<file path="config.mk">
export PLATFORM = sky130hd
export DESIGN_NAME = sequential_restoring_divider
export DESIGN_NICKNAME = d
export VERILOG_FILES = /design/src/rtl/sequential_restoring_divider.sv
export SDC_FILE = /design/constraint.sdc
export NUM_CORES = 1
export LEC_CHECK = 0
export CORE_UTILIZATION = 57
export DETAILED_ROUTE_END_ITERATION = 12
export HOLD_SLACK_MARGIN = 0.12
export MAX_ROUTING_LAYER = met4
export PLACE_DENSITY = 0.85
export SYNTH_ARGS = -nofsm -noshare
export SYNTH_HDL_FRONTEND = slang
export SYNTH_SLANG_ARGS = --single-unit
</file>
<file path="constraint.sdc">
create_clock -name clk -period 5.5 [get_ports clk]
set_clock_uncertainty 0.05 [all_clocks]
set_input_delay 1.1 -clock clk [delete_from_list [all_inputs] [get_ports clk]]
set_output_delay 1.1 -clock clk [all_outputs]
set_load 0.01 [all_outputs]
</file>
<file path="src/rtl/sequential_restoring_divider.sv">
// rtl/sequential_restoring_divider.sv - multi-cycle unsigned restoring divider
//
// Purpose: divides a DW-bit dividend by a VW-bit divisor, one quotient bit
// per clock. The request is accepted with start, and results are returned
// with a one-cycle done pulse. Back-to-back requests are supported by
// accepting start in the DONE cycle.
//
// Ports:
//   clk    rising-edge clock
//   rst    asynchronous, active-high reset
//   start  request, sampled only while busy=0 (IDLE or DONE)
//   in1    DW-bit unsigned dividend, sampled with start
//   in2    VW-bit unsigned divisor, sampled with start
//   quot   DW-bit quotient, held until the next completion
//   rem    VW-bit remainder, held like quot
//   busy   high while a division is iterating
//   done   one-cycle pulse: quot/rem/dz are valid
//   dz     divide-by-zero flag, held like quot
module sequential_restoring_divider #(
  parameter int DW = 16,
  parameter int VW = 8
) (
  input  logic          clk,
  input  logic          rst,
  input  logic          start,
  input  logic [DW-1:0] in1,
  input  logic [VW-1:0] in2,
  output logic [DW-1:0] quot,
  output logic [VW-1:0] rem,
  output logic          busy,
  output logic          done,
  output logic          dz
);

  localparam int CW = $clog2(DW + 1);

  typedef enum logic [1:0] {
    IDLE = 2'd0,
    RUN  = 2'd1,
    DONE = 2'd2
  } state_t;

  state_t state, state_nxt;

  // q_sh starts as the dividend; each step shifts its MSB into the partial
  // remainder and shifts the new quotient bit in at the LSB, so after DW
  // steps it holds the quotient.
  logic [DW-1:0] q_sh;
  logic [VW:0]   r_part;
  logic [VW-1:0] dvs;
  logic [CW-1:0] cnt;

  logic          accept;
  logic          last_step;
  logic [VW+1:0] trial;
  logic          ge;
  logic [VW:0]   r_new;
  logic [DW-1:0] q_new;

  assign accept    = start && ((state == IDLE) || (state == DONE));
  assign last_step = (cnt == CW'(DW - 1));

  // One restoring step. The subtraction is one bit wider than the shifted
  // partial remainder so its MSB is the borrow (negative trial).
  always_comb begin
    trial = {r_part, q_sh[DW-1]} - {2'b00, dvs};
    ge    = ~trial[VW+1];
    r_new = ge ? trial[VW:0] : {r_part[VW-1:0], q_sh[DW-1]};
    q_new = {q_sh[DW-2:0], ge};
  end

  always_ff @(posedge clk or posedge rst) begin
    if (rst) begin
      state <= IDLE;
    end else begin
      state <= state_nxt;
    end
  end

  always_comb begin
    state_nxt = state;
    case (state)
      IDLE, DONE: begin
        if (start) begin
          state_nxt = (in2 != '0) ? RUN : DONE;
        end else begin
          state_nxt = IDLE;
        end
      end
      RUN: begin
        if (last_step) begin
          state_nxt = DONE;
        end
      end
      default: state_nxt = IDLE;
    endcase
  end

  assign busy = (state == RUN);
  assign done = (state == DONE);

  always_ff @(posedge clk or posedge rst) begin
    if (rst) begin
      q_sh   <= '0;
      r_part <= '0;
      dvs    <= '0;
      cnt    <= '0;
      quot   <= '0;
      rem    <= '0;
      dz     <= 1'b0;
    end else if (accept) begin
      q_sh   <= in1;
      r_part <= '0;
      dvs    <= in2;
      cnt    <= '0;
      // Divide-by-zero skips the iteration and publishes the saturated
      // result directly; the normal path leaves outputs untouched until
      // the final step.
      if (in2 == '0) begin
        quot <= '1;
        rem  <= '0;
        dz   <= 1'b1;
      end
    end else if (state == RUN) begin
      q_sh   <= q_new;
      r_part <= r_new;
      cnt    <= cnt + CW'(1);
      if (last_step) begin
        quot <= q_new;
        rem  <= r_new[VW-1:0];
        dz   <= 1'b0;
      end
    end
  end

endmodule

</file>
==> results_dict.tcl <==
set metrics [dict create \
    hp-class "register to register" \
    status "completed" \
    hold_viol_final 0 \
    tritoncts "built" \
    cp_data_arrival_time_ns 2.56 \
    clockRootBuffer "clkbuf_8" \
    vias_per_cell 5.63 \
    setup_slack_ns 1.79 \
    syn-cell-area_um2 3180 \
    dieArea_um2 5880 \
    start_kind "register" \
    io_pins 54 \
    numCtsBuffers 9 \
    relSlewSlack 0.437 \
    synth_cell_type_count 47 \
    slowest_stage "inv_2" \
    critical_path.top_delay_family "buffers and inverters" \
    clk_latency_ns 0.34 \
    area_growth_pct 25.5 \
    grt_usage 0.286 \
    via_count 2672 \
    wl_per_cell_um 15.6 \
    gp_congestion 0.929 \
    ant_nets 0 \
    finalWirelength_um 7400 \
    path_buf_inv 2 \
    timing.final.crit_period_ns 3.71 \
    nFillCells 386 \
    die_h_um 76.7 \
    start_util 0.607 \
    synthCells 350 \
    synthesis.nets 388 \
    cp-end-kind "output pin" \
    slew_violations 0 \
    seq_area_um2 1630 \
    p_per_area_nw_per_um2 733 \
    grt_antenna_before_repair 0 \
    ir_drop_mv 0.402 \
    layout_common_cells "nand2_1 (73), dfrtp_1 (65), clkdlybuf4s50_1 (53)" \
    grt_start_max_net_pins 66 \
    reg2reg_slack_ns 2.65 \
    grt_pass1_vias 2625 \
    critPathLaunch "state[1]" \
    timing.hold.ws_ns 0.433 \
    totalNegativeSetupSlack_ns 0 \
    drv_cap 0 \
    synth_edf_count 0 \
    yosysWarnings 0 \
    drt_iter0_drc 240 \
    cp_max_fo 36 \
    rsz0062_at_grt "no" \
    place_ws_ns 2.23 \
    synth.avg_cell_area_um2 9.08 \
    worst_path_largest_cell_delay_ns 0.66 \
    leakagePower_nw 1.78 \
    cts_hold_buf 0 \
    drc_errors 0 \
    clk_pin_slew_ns 0.07 \
    port_buffers 53 \
    row_count 26 \
    final_common_cell "nand2_1" \
    place_hpwl_um 4940 \
    core_um2 5240 \
    setup_violations 0 \
    crit_type "register to output pin" \
    clock_sinks 65 \
    cts_max_path_buffers 2 \
    drt_first_pass_iters 4 \
    die_width_um 76.7 \
    synth-seq-cells 65 \
    r2r-start "state[0]" \
    worst_slew_pin_slew_ns 0.845 \
    synth_async_sr_flop_share 1.00 \
    grt_first_pass_wirelength_um 12500 \
    hp-start "quot[8]" \
    dominantRegCellSynth "dfrtp_1" \
    layout-drive-gt1-share 0.0840 \
    antenna_cells 0 \
    final_nets 439 \
    cts_repair_resize_count 0 \
    final.period_utilization 0.674 \
    fmax_mhz 270 \
    cp.required_ns 4.35 \
    h-tree-depth 3 \
    cts_setup_buffers 0 \
    ys_seq_area_frac 0.512 \
    multiInputGateArea_um2 1410 \
    worstPathCellList "nand2b_1, inv_2, clkdlybuf4s50_1" \
    grt_overflow 0 \
]
-- per-layer routing --
layer,share of wire,track usage
met3,0.051,0.0667
met4,0.031,0.144
met2,0.48,0.432
met5,0,-
met1,0.44,0.362
-- synth_stat cells (all sizes together), types with 3 or more instances --
master   n  share of area
a21oi   14          0.023
dfrtp   65           0.51
a31oi   16          0.031
nor3     5         0.0094
xnor2    3         0.0083
a32o     4          0.013
o21ai   41          0.065
clkbuf  13          0.015
mux2i    7          0.022
ha      10          0.039
nor2b    5          0.015
nand2   73          0.086
nand2b   3         0.0059
nor2    39          0.046
buf      5         0.0098
inv     17          0.020
o21a     3         0.0071
-- worst paths after layout --
path / endpoint / depth (start not counted)
min reg2reg: quot[8] / 2
min in group asynchronous: quot[5] / 3
max reg2reg: quot[0] / 7
max in group asynchronous: r_part[5] / 3
min: quot[8] / 2
max: busy / 3
-- per-stage QoR --
stage	cell area (µm²)	power (mW)	utilization	cells
after floorplan	3180	1.97	-	350
after global placement	3760	2.32	0.718	460
after detailed placement	3760	2.42	0.718	460
after CTS	3990	2.91	0.761	475
after global routing	3990	3.14	0.761	475
final	3990	2.92	0.761	475
-- worst min-delay path, stage by stage, from the launching register on --
cell and delay, ns:
dfrtp_1 0.34, nand2_1 0.05, o21ai_1 0.06
-- cells by family (layout without fill, tap and decap cells) --
kind of cell	count (synthesis)	count (layout)	synth area share
flops	65	65	0.512
xor+xnor	5	5	0.0138
fa+ha+maj	11	11	0.0457
compound gates	91	91	0.176
mux	7	7	0.0220
simple gates	136	136	0.185
buf+inv	35	90	0.0453
-- registers in the layout (all words and copies together) (netlist names) --
signal	cells
quot	16
state	2
q_sh	16
rem	8
dvs	8
dz	1
r_part	9
cnt	5
-- report_power, final --
group / internal, mW / switching (mW)
combinational: 0.706 / 0.880
sequential: 0.717 / 0.157
clock: 0.278 / 0.186
-- cell type report --
| cell class | instances | share of cell area |
|---|---|---|
| clock buffers | 11 | 0.0380 |
| repair buffers | 58 | 0.142 |
| flip-flops and latches | 65 | 0.408 |
| inverters | 17 | 0.0160 |
| multi-input cells | 250 | 0.355 |
| clock inverters | 4 | 0.0191 |
| well taps | 70 | 0.0220 |
No activity file was read; power rests on OpenSTA's default activity.
